--- config.mk ---
export PLATFORM = sky130hd
export DESIGN_NAME = led_pwm_mmap_flat
export DESIGN_NICKNAME = d
export VERILOG_FILES = /design/src/rtl/led_pwm_mmap_pkg.sv /design/src/rtl/led_pwm_mmap_if.sv /design/src/rtl/led_pwm_mmap_channel.sv /design/src/rtl/led_pwm_mmap.sv /design/src/flat_wrapper.sv
export SDC_FILE = /design/constraint.sdc
export NUM_CORES = 1
export LEC_CHECK = 0
export ABC_CLOCK_PERIOD_IN_PS = 3900
export BUFFER_PORTS_ARGS = -buffer_cell sky130_fd_sc_hd__buf_2
export CAP_MARGIN = 30
export CORE_MARGIN = 1.5
export CORE_UTILIZATION = 62
export CTS_BUF_LIST = sky130_fd_sc_hd__clkbuf_16
export DETAILED_ROUTE_END_ITERATION = 8
export PLACE_DENSITY = 0.89
export SLEW_MARGIN = 10
export SYNTH_ARGS = -nofsm -noshare
export SYNTH_HDL_FRONTEND = slang
export SYNTH_SLANG_ARGS = --single-unit
--- constraint.sdc ---
create_clock -name clk -period 3.9 [get_ports clk]
set_clock_uncertainty 0.15 [all_clocks]
set_input_delay 0.195 -clock clk [delete_from_list [all_inputs] [get_ports clk]]
set_output_delay 0.195 -clock clk [all_outputs]
set_load 0.01 [all_outputs]
--- src/rtl/led_pwm_mmap_pkg.sv ---
// Shared register offsets, CTRL bit positions and the CTRL struct for the LED PWM controller.
package led_pwm_pkg;

  localparam int unsigned LED_DIRECT    = 0;
  localparam int unsigned LED_CTRL      = 1;
  localparam int unsigned LED_PRESCALE  = 2;
  localparam int unsigned LED_BLINK     = 3;
  localparam int unsigned LED_DUTY_BASE = 4;

  localparam int unsigned CTRL_PWM_EN   = 0;
  localparam int unsigned CTRL_PWM_MODE = 1;

  // Field order matches the CTRL register layout: bit 1 = pwm_mode, bit 0 = pwm_en.
  typedef struct packed {
    logic pwm_mode;
    logic pwm_en;
  } ctrl_t;

endpackage

--- src/rtl/led_pwm_mmap_if.sv ---
// Core data bus as seen by memory-mapped peripherals (word address, combinational read data).
interface led_pwm_mmap_if;
  logic        re;
  logic [31:0] rd;
  logic        we;
  logic [31:0] wd;
  logic [29:0] addr;

  modport master (output re, we, wd, addr, input rd);
  modport slave  (input re, we, wd, addr, output rd);
endinterface

--- src/rtl/led_pwm_mmap_channel.sv ---
// One LED channel: duty register, PWM compare, blink gating and the registered LED output.
module led_pwm_channel #(
  parameter int unsigned PWM_W = 8
) (
  input  logic             clk_i,
  input  logic             reset_i,
  input  logic             duty_we_i,
  input  logic [PWM_W-1:0] duty_wd_i,
  input  logic [PWM_W-1:0] pwm_cnt_i,
  input  logic             pwm_mode_i,
  input  logic             pwm_en_i,
  input  logic             direct_i,
  input  logic             blank_i,
  output logic [PWM_W-1:0] duty_o,
  output logic             led_o
);

  logic [PWM_W-1:0] duty_q, duty_d;
  logic             led_q, led_d;

  always_comb begin
    duty_d = duty_we_i ? duty_wd_i : duty_q;
    if (pwm_mode_i) begin
      led_d = pwm_en_i && (pwm_cnt_i < duty_q);
    end else begin
      led_d = direct_i;
    end
    led_d = led_d && !blank_i;
  end

  always_ff @(posedge clk_i) begin
    if (reset_i) begin
      duty_q <= '0;
      led_q  <= 1'b0;
    end else begin
      duty_q <= duty_d;
      led_q  <= led_d;
    end
  end

  assign duty_o = duty_q;
  assign led_o  = led_q;

endmodule

--- src/rtl/led_pwm_mmap.sv ---
// Memory-mapped LED controller: direct or PWM drive per channel, with prescaler and PWM counter.
// Optional blink gating is built only when LED_PWM_BLINK_EN is defined.
module led_pwm_mmap
  import led_pwm_pkg::*;
#(
  parameter int unsigned NUM_LEDS = 8,
  parameter int unsigned PWM_W    = 8,
  parameter int unsigned PRESC_W  = 16,
  parameter int unsigned BLINK_W  = 4
) (
  input  logic                clk,
  input  logic                reset,
  output logic [NUM_LEDS-1:0] led,
  led_pwm_mmap_if.slave       bus
);

  logic [3:0]          offset;
  logic                wr_direct, wr_ctrl, wr_presc, wr_blink;
  logic [NUM_LEDS-1:0] direct_q, direct_d;
  ctrl_t               ctrl_q, ctrl_d;
  logic [PRESC_W-1:0]  prescale_q, prescale_d;
  logic [PRESC_W-1:0]  presc_cnt_q, presc_cnt_d;
  logic [PWM_W-1:0]    pwm_cnt_q, pwm_cnt_d;
  logic                tick, pwm_wrap;
  logic [NUM_LEDS-1:0] blank;
  logic [PWM_W-1:0]    duty [NUM_LEDS];

  assign offset    = bus.addr[3:0];
  assign wr_direct = bus.we && (offset == 4'(LED_DIRECT));
  assign wr_ctrl   = bus.we && (offset == 4'(LED_CTRL));
  assign wr_presc  = bus.we && (offset == 4'(LED_PRESCALE));
  assign wr_blink  = bus.we && (offset == 4'(LED_BLINK));

  assign tick     = (presc_cnt_q == prescale_q);
  assign pwm_wrap = tick && ctrl_q.pwm_en && (pwm_cnt_q == {PWM_W{1'b1}});

  always_comb begin
    direct_d    = wr_direct ? bus.wd[NUM_LEDS-1:0] : direct_q;
    ctrl_d      = wr_ctrl ? ctrl_t'(bus.wd[1:0]) : ctrl_q;
    prescale_d  = wr_presc ? bus.wd[PRESC_W-1:0] : prescale_q;
    presc_cnt_d = (wr_presc || tick) ? '0 : presc_cnt_q + 1'b1;
    pwm_cnt_d   = pwm_cnt_q;
    // Enabling the PWM restarts the period from zero.
    if (wr_ctrl && bus.wd[CTRL_PWM_EN] && !ctrl_q.pwm_en) begin
      pwm_cnt_d = '0;
    end else if (tick && ctrl_q.pwm_en) begin
      pwm_cnt_d = pwm_cnt_q + 1'b1;
    end
  end

  always_ff @(posedge clk) begin
    if (reset) begin
      direct_q    <= '0;
      ctrl_q      <= '0;
      prescale_q  <= '0;
      presc_cnt_q <= '0;
      pwm_cnt_q   <= '0;
    end else begin
      direct_q    <= direct_d;
      ctrl_q      <= ctrl_d;
      prescale_q  <= prescale_d;
      presc_cnt_q <= presc_cnt_d;
      pwm_cnt_q   <= pwm_cnt_d;
    end
  end

`ifdef LED_PWM_BLINK_EN
  logic [BLINK_W-1:0]  blink_div_q, blink_div_d, blink_cnt_q, blink_cnt_d;
  logic [NUM_LEDS-1:0] blink_mask_q, blink_mask_d;
  logic                blink_phase_q, blink_phase_d;

  always_comb begin
    blink_div_d   = blink_div_q;
    blink_mask_d  = blink_mask_q;
    blink_cnt_d   = blink_cnt_q;
    blink_phase_d = blink_phase_q;
    if (wr_blink) begin
      blink_div_d   = bus.wd[16 +: BLINK_W];
      blink_mask_d  = bus.wd[NUM_LEDS-1:0];
      blink_cnt_d   = '0;
      blink_phase_d = 1'b0;
    end else if (pwm_wrap) begin
      if (blink_cnt_q >= blink_div_q) begin
        blink_cnt_d   = '0;
        blink_phase_d = !blink_phase_q;
      end else begin
        blink_cnt_d = blink_cnt_q + 1'b1;
      end
    end
  end

  always_ff @(posedge clk) begin
    if (reset) begin
      blink_div_q   <= '0;
      blink_mask_q  <= '0;
      blink_cnt_q   <= '0;
      blink_phase_q <= 1'b0;
    end else begin
      blink_div_q   <= blink_div_d;
      blink_mask_q  <= blink_mask_d;
      blink_cnt_q   <= blink_cnt_d;
      blink_phase_q <= blink_phase_d;
    end
  end

  assign blank = blink_mask_q & {NUM_LEDS{!blink_phase_q}};
`else
  logic unused_blink;
  assign unused_blink = wr_blink ^ pwm_wrap;
  assign blank        = '0;
`endif

  for (genvar i = 0; i < NUM_LEDS; i++) begin : g_chan
    // Channels beyond offset 15 have no address and keep duty 0.
    localparam bit Mapped = (LED_DUTY_BASE + i) < 16;
    logic duty_we;
    assign duty_we = Mapped && bus.we && (offset == 4'((LED_DUTY_BASE + i) % 16));

    led_pwm_channel #(.PWM_W(PWM_W)) u_chan (
      .clk_i      (clk),
      .reset_i    (reset),
      .duty_we_i  (duty_we),
      .duty_wd_i  (bus.wd[PWM_W-1:0]),
      .pwm_cnt_i  (pwm_cnt_q),
      .pwm_mode_i (ctrl_q.pwm_mode),
      .pwm_en_i   (ctrl_q.pwm_en),
      .direct_i   (direct_q[i]),
      .blank_i    (blank[i]),
      .duty_o     (duty[i]),
      .led_o      (led[i])
    );
  end

  always_comb begin
    bus.rd = '0;
    if (bus.re) begin
      case (offset)
        4'(LED_DIRECT):   bus.rd[NUM_LEDS-1:0] = direct_q;
        4'(LED_CTRL):     bus.rd[1:0] = ctrl_q;
        4'(LED_PRESCALE): bus.rd[PRESC_W-1:0] = prescale_q;
`ifdef LED_PWM_BLINK_EN
        4'(LED_BLINK): begin
          bus.rd[16 +: BLINK_W]  = blink_div_q;
          bus.rd[NUM_LEDS-1:0]   = blink_mask_q;
        end
`endif
        default: begin
          for (int i = 0; i < NUM_LEDS; i++) begin
            if ((LED_DUTY_BASE + i) < 16 && offset == 4'((LED_DUTY_BASE + i) % 16)) begin
              bus.rd[PWM_W-1:0] = duty[i];
            end
          end
        end
      endcase
    end
  end

endmodule

--- src/flat_wrapper.sv ---
// flat-port wrapper written by rule: the top's interface ports become plain ports
module led_pwm_mmap_flat import led_pwm_pkg::*;
#(
  parameter int unsigned NUM_LEDS = 8,
  parameter int unsigned PWM_W    = 8,
  parameter int unsigned PRESC_W  = 16,
  parameter int unsigned BLINK_W  = 4
)
  (clk, reset, led, bus_re, bus_we, bus_wd, bus_addr, bus_rd);
  led_pwm_mmap_if bus_i ();
  input  logic clk;
  input  logic reset;
  output logic [NUM_LEDS-1:0] led;
  input wire logic [$bits(bus_i.re)-1:0] bus_re;
  input wire logic [$bits(bus_i.we)-1:0] bus_we;
  input wire logic [$bits(bus_i.wd)-1:0] bus_wd;
  input wire logic [$bits(bus_i.addr)-1:0] bus_addr;
  output wire logic [$bits(bus_i.rd)-1:0] bus_rd;
  assign bus_i.re = bus_re;
  assign bus_i.we = bus_we;
  assign bus_i.wd = bus_wd;
  assign bus_i.addr = bus_addr;
  assign bus_rd = bus_i.rd;
  led_pwm_mmap #(.NUM_LEDS(NUM_LEDS), .PWM_W(PWM_W), .PRESC_W(PRESC_W), .BLINK_W(BLINK_W)) u_core (.clk(clk), .reset(reset), .led(led), .bus(bus_i));
endmodule
==> results.sh, run 1 <==
export IMPL_hold_viol=0
export IMPL_ys_warn_count=0
export IMPL_die_area_um2=12300
export IMPL_drv_cap=0
export IMPL_postCtsSetupBuffers=0
export IMPL_row_count=39
export IMPL_multi_input_area_um2=4180
export IMPL_crit_fanout=35
export IMPL_root_buffer="clkbuf_16"
export IMPL_avgSynthCellArea_um2=7.96
export IMPL_finalNetCount=1046
export IMPL_slew_headroom_pct=35.9
export IMPL_diodes=0
export IMPL_violations="design-rule violations"
export IMPL_grt_max_degree=66
export IMPL_ff_latch_area_um2=2440
export IMPL_cts_hold_buf=8
export IMPL_fmax_ghz=0.336
export IMPL_finalSetupTns_ps=0
export IMPL_critical_path_class="in -> out"
export IMPL_cts_tree="done"
export IMPL_grt_usage_pct=34.8
export IMPL_setup_viol=0
export IMPL_place_congestion=0.958
export IMPL_antenna_found_initial=0
export IMPL_synth_cell_types=55
export IMPL_worstPathRequired_ps=3560
export IMPL_cts_buffers=17
export IMPL_synthArstFlopShare_pct=0
export IMPL_cts_sinks=122
export IMPL_die_h_um=111
export IMPL_leakage_nw=3.33
export IMPL_drive_gt1_share_pct=10.6
export IMPL_ys_ff_latch=122
export IMPL_startpoint_type="input pin"
export IMPL_yosysSeqAreaShare_pct=33.9
export IMPL_wire_per_inst_um=19.6
export IMPL_pin_count=106
export IMPL_min_path_type="in -> reg"
export IMPL_clk_path_buf_depth=2
export IMPL_core_um2=11400
export IMPL_synth_edf_count=0
export IMPL_layout_setup_ws_ps=928
export IMPL_synth_area_um2=7210
export IMPL_worstPathArrival_ps=2630
export IMPL_period_share_pct=76.2
export IMPL_dpl_worst_slack_ps=1130
export IMPL_clkSlewWorstSetupHoldPaths_ps=60
export IMPL_endpoint_kind="primary output"
export IMPL_grt_pass1_wl_mm=33.6
export IMPL_slew_viol_final=0
export IMPL_drtIter0Drc=584
export IMPL_powerDensity_nw_per_um2=391
export IMPL_worst_slew_pin_slew_ps=960
export IMPL_synth_common_cells="122 x dfxtp_1, 100 x a21oi_1, 98 x nor2_1, 77 x nand2_1, 64 x inv_1"
export IMPL_grt_pass1_vias=6675
export IMPL_fill_cells=831
export IMPL_drtAntennaViolNets=0
export IMPL_rsz0062_at_grt="no"
export IMPL_syn2layout_area_growth_pct=11.1
export IMPL_numPortBuffers=47
export IMPL_drt_vias_per_instance=6.34
export IMPL_num_vias=6832
export IMPL_h_tree_depth=4
export IMPL_initial_utilization_pct=63.5
export IMPL_vdd_ir_drop_max_uv=338
export IMPL_synth_top_area_share_pct=33.9
export IMPL_synthTopCellsByArea="dfxtp_1 34%, ha_1 10%, a21oi_1 6.9%, mux2i_1 6.7%, nor2_1 5.1%"
export IMPL_cts_resized=0
export IMPL_wirelength_mm=21.2
export IMPL_hold_ws_ps=24.0
export IMPL_final_util_pct=70.5
export IMPL_hpwl_mm=13.5
export IMPL_die_x_um=111
export IMPL_grt_ovfl_total=0
export IMPL_period_minus_slack_ps=2970
export IMPL_synth_cells=906
export IMPL_drc_errors=1
export IMPL_clkLatencyLatePin_ps=420
export IMPL_outcome="finished, violations left"
export IMPL_dr_pass1_iters=8
export IMPL_synthFlopType="dfxtp_1"
export IMPL_synth_most_common_cell="dfxtp_1"
export IMPL_yosysTopAreaCell="dfxtp_1"
==> cells by family after synthesis <==
| logic type | count (synthesis) | share of synthesized area, % |
|---|---|---|
| adder cells (fa/ha/maj) | 58 | 10.1 |
| buffers and inverters | 144 | 8.97 |
| AND/OR/NAND/NOR | 294 | 19.4 |
| XOR/XNOR | 30 | 3.64 |
| multiplexers | 52 | 7.44 |
| other | 1 | 0.0520 |
| AO/OA/AOI/OAI | 205 | 16.6 |
| flip-flops | 122 | 33.9 |
==> per-layer routing <==
metal	part of all wire, %	wire length, um	global-route usage (%)	vias to the layer above
met5	0	0	0	-
met3	9.9	2090	9.90	105
met2	46	9640	55.5	415
met4	5.3	1120	20.3	0
met1	39	8310	41.8	3191
li1	-	-	-	3121
==> registers in the layout (all words and copies together) (netlist names) <==
register,cells
u_core.ctrl_q,2
u_core.direct_q,8
u_core.g_chan.u_chan.duty_o,64
u_core.g_chan.u_chan.led_o,8
u_core.presc_cnt_q,16
u_core.prescale_q,16
u_core.pwm_cnt_q,8
==> path summary, 6_finish.rpt <==
kind	endpoint	cells after the start	slack, ps	start
hold reg to reg	u_core.g_chan[5].u_chan.duty_o[3]	2	310	u_core.g_chan[5].u_chan.duty_o[3]
hold / removal	u_core.prescale_q[1]	3	20	bus_wd[1]
setup reg to reg	u_core.g_chan[6].u_chan.led_o	4	1120	u_core.ctrl_q[1]
setup / recovery	bus_rd[7]	7	930	bus_addr[0]
==> stage by stage <==
stage	std cells	total power, W	cell area [um^2]
floorplan	921	0.00148	7270
global placement	1038	0.00153	7330
detailed placement	1038	0.00154	7330
CTS	1078	0.00312	8010
global route	1078	0.00321	8010
finish	1078	0.00313	8010
==> critical path: stages <==
cell      delay (ps)
buf_2            580
inv_1            440
nor2_1           330
a221oi_1         160
o31a_1           320
a211oi_1         360
buf_2            210
==> power by group <==
group,total [W],internal [W],switching (W)
combinational,0.000249,0.0000736,0.000176
sequential,0.00128,0.00126,0.0000172
clock,0.00160,0.00100,0.000601
total,0.00313,0.00234,0.000794
==> cell type report <==
class | instances | area share (%)
Multi-Input combinational cell | 655 | 52.2
Sequential cell | 122 | 30.5
Clock buffer | 17 | 5.31
Timing Repair Buffer | 62 | 4.59
Inverter | 64 | 3.00
Tap cell | 143 | 2.23
Clock inverter | 15 | 2.22
==> cells in the final DEF, fill, tap and decap left out, drive strengths merged, types with 6 or more instances in the layout <==
cell type    count
nand4           16
mux2i           48
buf             54
o2111ai          8
inv             64
nand2b          11
a21oi          100
nor2b           21
ha              58
conb            16
clkbuf          17
xor2            26
nand2           77
o21ai           46
and2            10
a221oi           6
a21o            12
nor2            98
o22ai            6
dfxtp          122
nand3           34
dlygate4sd3      8
clkinv           8
or3              6
Power figures use the tool's default switching activity.
==> run 2: changes to the inputs <==
ABC_CLOCK_PERIOD_IN_PS = 2900   (was 3900)
CORE_UTILIZATION = 58   (was 62)
PLACE_DENSITY = 0.84   (was 0.89)
clock period = 2.9 ns   (was 3.9 ns; I/O delays follow)
==> run 2 against run 1 <==
The flow now finishes without violations. Clock-buffer cell count did not move. Register-to-register slack got worse by 820 ps. Cell area rose by 2.5%. Setup slack got worse by 630 ps. Non-clock buffer count rose by 18. Global-route usage fell by 1.8 points. Die area rose by 6.7%. Critical path type is now reg -> reg. Largest cell class unchanged. Highest routed layer unchanged.
==> results.sh, run 2 (same netlist as run 1, synthesis figures left out) <==
export IMPL_pin_count=106
export IMPL_crit_buf_inv=0
export IMPL_finalSetupTns_ps=0
export IMPL_crit_family="simple AND/OR/NAND/NOR gates"
export IMPL_dpl_worst_slack_ps=421
export IMPL_clkLatencyLatePin_ps=430
export IMPL_crit_fanout=13
export IMPL_hpwl_mm=13.6
export IMPL_endpoint="u_core.pwm_cnt_q[3]"
export IMPL_rr_worst_depth=5
export IMPL_core_um2=12100
export IMPL_hold_ws_ps=120
export IMPL_timing_rr_end="u_core.pwm_cnt_q[3]"
export IMPL_endpoint_kind="register"
export IMPL_grt_max_degree=66
export IMPL_cp_depth=5
export IMPL_drc_errors=0
export IMPL_ff_latch_area_um2=2440
export IMPL_clk_path_buf_depth=2
export IMPL_fmax_ghz=0.384
export IMPL_setup_viol=0
export IMPL_min_path_type="in -> reg"
export IMPL_place_congestion=0.993
export IMPL_reg2reg_from="u_core.presc_cnt_q[5]"
export IMPL_cts_resized=0
export IMPL_num_vias=6741
export IMPL_slew_headroom_pct=52.0
export IMPL_worstPathArrival_ps=2800
export IMPL_hold_viol=0
export IMPL_row_count=40
export IMPL_rrSetupSlack_ps=300
export IMPL_wire_per_inst_um=18.2
export IMPL_drt_vias_per_instance=6.01
export IMPL_drtIter0Drc=604
export IMPL_layout_commonest_cell="dfxtp_1"
export IMPL_multi_input_area_um2=4180
export IMPL_critical_path_class="reg -> reg"
export IMPL_rsz0062_at_grt="no"
export IMPL_syn2layout_area_growth_pct=13.8
export IMPL_wirelength_mm=20.4
export IMPL_die_x_um=115
export IMPL_worst_slew_pin_slew_ps=702
export IMPL_period_share_pct=89.7
export IMPL_antenna_found_initial=0
export IMPL_worstPathRequired_ps=3100
export IMPL_root_buffer="clkbuf_16"
export IMPL_grt_pass1_wl_mm=33.0
export IMPL_drv_cap=0
export IMPL_clkSlewWorstSetupHoldPaths_ps=60
export IMPL_startpoint_type="register"
export IMPL_die_h_um=115
export IMPL_slowest_delay_ps=750
export IMPL_grt_pass1_vias=6482
export IMPL_slowest_stage="or4_2"
export IMPL_outcome="finished clean"
export IMPL_die_area_um2=13100
export IMPL_drtAntennaViolNets=0
export IMPL_cts_buffers=17
export IMPL_grt_ovfl_total=0
export IMPL_leakage_nw=3.43
export IMPL_largest_reg_flops=64
export IMPL_h_tree_depth=4
export IMPL_crit_path_cell_trace="xor2_1 > nor4_1 > nand4_1 > or4_2 > a21oi_1"
export IMPL_cts_sinks=122
export IMPL_vdd_ir_drop_max_uv=381
export IMPL_fill_cells=939
export IMPL_cts_hold_buf=16
export IMPL_slew_viol_final=0
export IMPL_period_minus_slack_ps=2600
export IMPL_grt_usage_pct=32.9
export IMPL_initial_utilization_pct=59.8
export IMPL_dr_pass1_iters=7
export IMPL_crit_start="u_core.presc_cnt_q[5]"
export IMPL_drive_gt1_share_pct=11.3
export IMPL_finalNetCount=1064
export IMPL_postCtsSetupBuffers=0
export IMPL_most_common_layout_cells="122 x dfxtp_1, 100 x a21oi_1, 98 x nor2_1, 77 x nand2_1, 65 x inv_1"
export IMPL_diodes=0
export IMPL_numPortBuffers=47
export IMPL_powerDensity_nw_per_um2=515
export IMPL_layout_setup_ws_ps=298
export IMPL_cts_tree="done"
[run 2: stage by stage]
step / util, % / instance area [um^2] / instances / total power, W
2_1_floorplan: - / 7270 / 921 / 0.00199
3_3_place_gp: 61.8 / 7450 / 1073 / 0.00207
3_5_place_dp: 61.8 / 7450 / 1073 / 0.00207
4_1_cts: 68.1 / 8210 / 1121 / 0.00421
5_1_grt: 68.1 / 8210 / 1121 / 0.00433
6_report: 68.1 / 8210 / 1121 / 0.00423
[run 2: layer usage]
metal / part of all wire [%] / track usage, % / vias up
li1: - / - / 3155
met1: 39 / 41.0 / 3109
met2: 46 / 52.2 / 393
met3: 11 / 8.58 / 84
met4: 4.3 / 17.8 / 0
met5: 0 / 0 / -
[run 2: layout make-up]
type,instances,share of cell area [%]
inverter,64,2.93
clock buffer,17,5.18
clock inverter,15,2.16
multi-input combinational,655,50.9
sequential,122,29.7
tap,168,2.56
timing repair buffer,80,6.52
[run 2: how the worst min path moves through the flow]
stage	startpoint	to	slack, ps	cells past startpoint
2_1_floorplan	bus_wd[10]	u_core.prescale_q[10]	130	2
3_3_place_gp	bus_wd[9]	u_core.prescale_q[9]	240	3
3_5_place_dp	bus_wd[10]	u_core.prescale_q[10]	240	3
4_1_cts	reset	u_core.direct_q[6]	100	2
5_1_grt	reset	u_core.direct_q[6]	160	2
6_report	reset	u_core.direct_q[3]	120	2
[run 2: report_power, final]
part	switching, W	internal [W]	leakage, nW
Combinational	0.000233	0.000114	2.15
Sequential	0.0000236	0.00170	0.984
Clock	0.000813	0.00135	0.288
